<file path="config.mk">
export PLATFORM = sky130hd
export DESIGN_NAME = sr_button_conditioner_flat
export DESIGN_NICKNAME = d
export VERILOG_FILES = /design/src/rtl/sr_pkg.sv /design/src/rtl/sr_button_conditioner_if.sv /design/src/rtl/sr_button_conditioner_debounce_channel.sv /design/src/rtl/sr_button_conditioner.sv /design/src/flat_wrapper.sv
export SDC_FILE = /design/constraint.sdc
export NUM_CORES = 1
export LEC_CHECK = 0
export CAP_MARGIN = 20
export CORE_MARGIN = 8
export CORE_UTILIZATION = 54
export DETAILED_ROUTE_END_ITERATION = 8
export GPL_TIMING_DRIVEN = 0
export PLACE_DENSITY = 0.78
export REMOVE_ABC_BUFFERS = 1
export SLEW_MARGIN = 20
export SYNTH_ARGS = -nofsm -noshare
export SYNTH_HDL_FRONTEND = slang
export SYNTH_SLANG_ARGS = --single-unit
</file>
<file path="constraint.sdc">
create_clock -name clk -period 2.4 [get_ports clk]
set_input_delay 0.6 -clock clk [delete_from_list [all_inputs] [get_ports clk]]
set_output_delay 0.6 -clock clk [all_outputs]
set_load 0.01 [all_outputs]
</file>
<file path="src/rtl/sr_pkg.sv">
// Shared constants for the SR button front end and the SR stage that consumes it.
package sr_pkg;

    localparam int DEBOUNCE_CYCLES_DEF = 16;

    // Width needed to hold a count of 0..cycles.
    function automatic int cnt_width(input int cycles);
        return $clog2(cycles + 1);
    endfunction

endpackage

</file>
<file path="src/rtl/sr_button_conditioner_if.sv">
// Button inputs and conditioned command outputs of the SR front end.
interface sr_button_conditioner_if;

    logic btn_set;
    logic btn_reset;
    logic s;
    logic r;
    logic conflict;
    logic set_level;
    logic rst_level;

    modport master (
        output btn_set,
        output btn_reset,
        input  s,
        input  r,
        input  conflict,
        input  set_level,
        input  rst_level
    );

    modport slave (
        input  btn_set,
        input  btn_reset,
        output s,
        output r,
        output conflict,
        output set_level,
        output rst_level
    );

endinterface

</file>
<file path="src/rtl/sr_button_conditioner_debounce_channel.sv">
// One button channel: two-flop synchroniser, debounce counter, debounced level
// and a one-cycle rising-edge press indication.
module debounce_channel
    import sr_pkg::*;
#(
    parameter int DEBOUNCE_CYCLES = DEBOUNCE_CYCLES_DEF
) (
    input  logic clk,
    input  logic rst,
    input  logic btn,
    output logic level,
    output logic press
);

    localparam int               CNT_W   = cnt_width(DEBOUNCE_CYCLES);
    localparam logic [CNT_W-1:0] CNT_MAX = CNT_W'(DEBOUNCE_CYCLES - 1);

    logic             sync1_q, sync1_d;
    logic             sync2_q, sync2_d;
    logic [CNT_W-1:0] cnt_q, cnt_d;
    logic             level_q, level_d;
    logic             level_dly_q, level_dly_d;

    always_comb begin
        sync1_d     = btn;
        sync2_d     = sync1_q;
        level_dly_d = level_q;
        level_d     = level_q;
        cnt_d       = cnt_q;
        // Any sample agreeing with the current level restarts the qualification window.
        if (sync2_q == level_q) begin
            cnt_d = '0;
        end else if (cnt_q == CNT_MAX) begin
            level_d = sync2_q;
            cnt_d   = '0;
        end else begin
            cnt_d = cnt_q + CNT_W'(1);
        end
    end

    always_ff @(posedge clk) begin
        if (rst) begin
            sync1_q     <= 1'b0;
            sync2_q     <= 1'b0;
            cnt_q       <= '0;
            level_q     <= 1'b0;
            level_dly_q <= 1'b0;
        end else begin
            sync1_q     <= sync1_d;
            sync2_q     <= sync2_d;
            cnt_q       <= cnt_d;
            level_q     <= level_d;
            level_dly_q <= level_dly_d;
        end
    end

    assign level = level_q;
    assign press = level_q & ~level_dly_q;

endmodule

</file>
<file path="src/rtl/sr_button_conditioner.sv">
// Button conditioner top: two debounced channels feeding registered s/r/conflict
// arbitration so that s and r are never high together.
module sr_button_conditioner
    import sr_pkg::*;
#(
    parameter int DEBOUNCE_CYCLES = DEBOUNCE_CYCLES_DEF
) (
    input logic                     clk,
    input logic                     rst,
    sr_button_conditioner_if.slave  bus
);

    logic set_level_w, set_press_w;
    logic rst_level_w, rst_press_w;

    debounce_channel #(.DEBOUNCE_CYCLES(DEBOUNCE_CYCLES)) u_set_ch (
        .clk   (clk),
        .rst   (rst),
        .btn   (bus.btn_set),
        .level (set_level_w),
        .press (set_press_w)
    );

    debounce_channel #(.DEBOUNCE_CYCLES(DEBOUNCE_CYCLES)) u_rst_ch (
        .clk   (clk),
        .rst   (rst),
        .btn   (bus.btn_reset),
        .level (rst_level_w),
        .press (rst_press_w)
    );

    logic s_q, s_d;
    logic r_q, r_d;
    logic conflict_q, conflict_d;

    // Simultaneous presses are ambiguous, so both commands are dropped and flagged.
    always_comb begin
        s_d        = set_press_w & ~rst_press_w;
        r_d        = rst_press_w & ~set_press_w;
        conflict_d = set_press_w &  rst_press_w;
    end

    always_ff @(posedge clk) begin
        if (rst) begin
            s_q        <= 1'b0;
            r_q        <= 1'b0;
            conflict_q <= 1'b0;
        end else begin
            s_q        <= s_d;
            r_q        <= r_d;
            conflict_q <= conflict_d;
        end
    end

    assign bus.s         = s_q;
    assign bus.r         = r_q;
    assign bus.conflict  = conflict_q;
    assign bus.set_level = set_level_w;
    assign bus.rst_level = rst_level_w;

endmodule

</file>
<file path="src/flat_wrapper.sv">
// flat-port wrapper written by rule: the top's interface ports become plain ports
module sr_button_conditioner_flat import sr_pkg::*;
#(
    parameter int DEBOUNCE_CYCLES = DEBOUNCE_CYCLES_DEF
)
  (clk, rst, bus_btn_set, bus_btn_reset, bus_s, bus_r, bus_conflict, bus_set_level, bus_rst_level);
  sr_button_conditioner_if bus_i ();
  input logic clk;
  input logic rst;
  input wire logic [$bits(bus_i.btn_set)-1:0] bus_btn_set;
  input wire logic [$bits(bus_i.btn_reset)-1:0] bus_btn_reset;
  output wire logic [$bits(bus_i.s)-1:0] bus_s;
  output wire logic [$bits(bus_i.r)-1:0] bus_r;
  output wire logic [$bits(bus_i.conflict)-1:0] bus_conflict;
  output wire logic [$bits(bus_i.set_level)-1:0] bus_set_level;
  output wire logic [$bits(bus_i.rst_level)-1:0] bus_rst_level;
  assign bus_i.btn_set = bus_btn_set;
  assign bus_i.btn_reset = bus_btn_reset;
  assign bus_s = bus_i.s;
  assign bus_r = bus_i.r;
  assign bus_conflict = bus_i.conflict;
  assign bus_set_level = bus_i.set_level;
  assign bus_rst_level = bus_i.rst_level;
  sr_button_conditioner #(.DEBOUNCE_CYCLES(DEBOUNCE_CYCLES)) u_core (.clk(clk), .rst(rst), .bus(bus_i));
endmodule
</file>
==> qor.yml <==
logic_synthesis:
  synthArstFlopShare: 0
  synth_most_common_cell: "dfxtp_1"
  synth_area_um2: 723.2
  synth_top_area_frac: 0.5813
  ys_ff_latch: 21
  synthFlopType: "dfxtp_1"
  yosysWarnings: 0
  synthTopCellsByArea: "dfxtp_1, ha_1, nor2_1, nor2b_1, xnor2_1"
  synth_edf_count: 0
  synth_cell_types: 16
  syn_inst: 68
  syn_area_per_cell_um2: 10.64
  yosys.area.top_type: "dfxtp_1"
  synth_commonest_cells: "dfxtp_1, nor2_1, nor2b_1"
  seq_area_frac_synth: 0.5813
routing:
  vias: 452
  final_antenna_net_count: 0
  avgRoutedWirePerCell_um: 10.38
  drt_iter0_drc: 4
  drc: 0
  wl_um: 976
  viasPerCell: 4.809
  dr.pass1.iters: 3
power_and_ir_drop:
  cellPowerDensity_mw_per_mm2: 628.2
  switchingPower_uw: 105.1
  ir_worst_vdd_mv: 0.3982
  p_sw_frac: 0.1980
  p_leak_uw: 0.0003190
  pwr-share-seq: 0.668
  p_int_uw: 425.5
  combPwrFrac: 0.027
  clock_power_share: 0.305
global_route:
  grt_overflow: 0
  grt_usage: 0.09257
  grt_pass1_vias: 479
  antenna_found_initial: 0
  grt_first_pass_wirelength_mm: 1.883
  grt_max_degree: 14
cells_and_area:
  area_delta_synth_final_pct: 16.78
  seq_area_um2: 420.4
  fillers: 111
  nets: 88
  drive_gt1_frac: 0.06329
  post-route-util: 0.6657
  multiInputGateArea_um2: 284.0
  diodes: 0
clock_tree:
  worstSkewPairLatency_ns: 0.30
  cts_sinks: 21
  ctsResizeCount: 0
  cts_setup_buffers: 0
  cts_hold_buf: 0
  clk_path_buf_depth: 2
  path_clk_slew_ns: 0.10
  cts-root-buf: "clkbuf_4"
  numCtsBuffers: 3
  htreeDepth: 1
  tritoncts: "done"
sta:
  rsz0062_at_grt: "false"
  finalSetupTns_ns: 0
  clock-skew-final_ns: 0.006364
  finalHoldViolCount: 0
  period_needed_ns: 1.864
  slew_viol_final: 0
  holdWs_ns: 0.4521
  relSlewSlack: 0.7142
  fmax_mhz: 536.6
  tightest_slew_ns: 0.4274
  setup_violations: 0
  finalCritPeriodShare: 0.7765
outcome:
  outcome: "completed"
worst_setup_path:
  cp_cell_sequence: "clkdlybuf4s50_1"
  criticalPathCategory: "reg -> out"
  startpoint_type: "register"
  cp_max_fo: 5
  reg2reg_depth: 5
  reg2reg_to: "u_core.u_set_ch.cnt_q[2]"
  startpoint: "u_core.u_rst_ch.level"
  cp.depth: 1
  r2r-start: "u_core.u_set_ch.cnt_q[0]"
  cp_num_buf_inv: 1
  worstPathArrival_ns: 1.26
  endpoint_kind: "output port"
  crit_required_ns: 1.80
  critPathMaxStageDelay_ns: 0.56
  endpoint: "bus_rst_level"
  critPathSlowestCell: "clkdlybuf4s50_1"
  critical_path.top_delay_family: "buffers and inverters"
  rrSetupSlack_ns: 0.87
die:
  die_h_um: 52.60
  core_region_area_mm2: 0.001269
  die_area_mm2: 0.002766
  rows: 13
  dieWidth_um: 52.60
  ios: 9
  initial_core_util: 0.5700
min_path:
  holdCritPathClass: "reg -> reg"
placed_design:
  gp_congestion: 0.6167
  io_buffers: 8
  dp_hpwl_um: 739.9
run:
  max-cap-violations: 0
-- flip-flops by register name, summed over array words and instances, names as in the netlist --
register                     count
u_core.u_set_ch.sync2_q          1
u_core.u_rst_ch.level_dly_q      1
u_core.u_set_ch.cnt_q            5
u_core.u_set_ch.level_dly_q      1
u_core.u_set_ch.sync1_q          1
u_core.u_rst_ch.cnt_q            5
u_core.u_rst_ch.sync1_q          1
u_core.bus.r                     1
u_core.u_rst_ch.level            1
u_core.bus.s                     1
u_core.u_rst_ch.sync2_q          1
u_core.u_set_ch.level            1
u_core.bus.conflict              1
-- final cells by class --
| cell class | count | share of cell area |
|---|---|---|
| Tap cell | 15 | 0.02222 |
| Multi-Input combinational cell | 42 | 0.3363 |
| Inverter | 4 | 0.01778 |
| Timing Repair Buffer | 8 | 0.09481 |
| Clock buffer | 4 | 0.03111 |
| Sequential cell | 21 | 0.4978 |
-- cells by family (layout without fill, tap and decap cells) --
logic type	count (synthesis)	count (layout)	synth area share
flip-flops	21	21	0.5813
adder cells (fa/ha/maj)	4	4	0.06921
XOR/XNOR	6	6	0.07266
AND/OR/NAND/NOR	30	30	0.2232
multiplexers	2	2	0.02768
buffers and inverters	5	16	0.02594
-- power by group through the flow --
stage	sequential (µW)	combinational [µW]	clock, µW
after detailed placement	362	14.6	0
after global routing	355	16.2	182
after floorplan	362	6.25	0
final	354	14.3	162
after global placement	362	14.3	0
after CTS	354	14.7	169
-- layout by cell type (no fill, tap or decap), drive strengths merged --
cell type	count
xor2	2
nand3	2
nor2b	7
mux2i	2
and3	2
xnor2	4
or2b	1
dfxtp	21
ha	4
inv	4
nor3b	1
nor2	13
nor3	1
clkbuf	4
or3	2
clkdlybuf4s50	8
nand2	1
-- stage by stage --
| stage | area (µm²) | instances | setup WS (ns) | total power (µW) |
|---|---|---|---|---|
| 2_1_floorplan | 719.4 | 67 | 0.9634 | 368.2 |
| 3_3_place_gp | 818.3 | 90 | 0.5043 | 376.5 |
| 3_5_place_dp | 818.3 | 90 | 0.4936 | 377.0 |
| 4_1_cts | 844.6 | 94 | 0.5076 | 537.9 |
| 5_1_grt | 844.6 | 94 | 0.4511 | 553.0 |
| 6_report | 844.6 | 94 | 0.5363 | 530.6 |
-- layer usage --
metal | track usage | routed length, µm | vias up
met2 | 0.1403 | 442 | 9
met4 | 0.06466 | 23 | 0
met1 | 0.09967 | 456 | 203
met3 | 0.04261 | 54 | 4
li1 | - | - | 236
met5 | 0 | 0 | -
-- how the worst min path moves through the flow --
stage                                           to  slack (ns)                     start  cells after the start
final                      u_core.u_rst_ch.sync2_q        0.45   u_core.u_rst_ch.sync1_q                      1
after global routing       u_core.u_rst_ch.sync2_q        0.47   u_core.u_rst_ch.sync1_q                      1
after CTS                 u_core.u_rst_ch.cnt_q[0]        0.46  u_core.u_rst_ch.cnt_q[0]                      1
after detailed placement   u_core.u_rst_ch.sync2_q        0.43   u_core.u_rst_ch.sync1_q                      1
after global placement     u_core.u_set_ch.sync2_q        0.42   u_core.u_set_ch.sync1_q                      1
after floorplan            u_core.u_rst_ch.sync2_q        0.41   u_core.u_rst_ch.sync1_q                      1
Power figures use the tool's default switching activity.
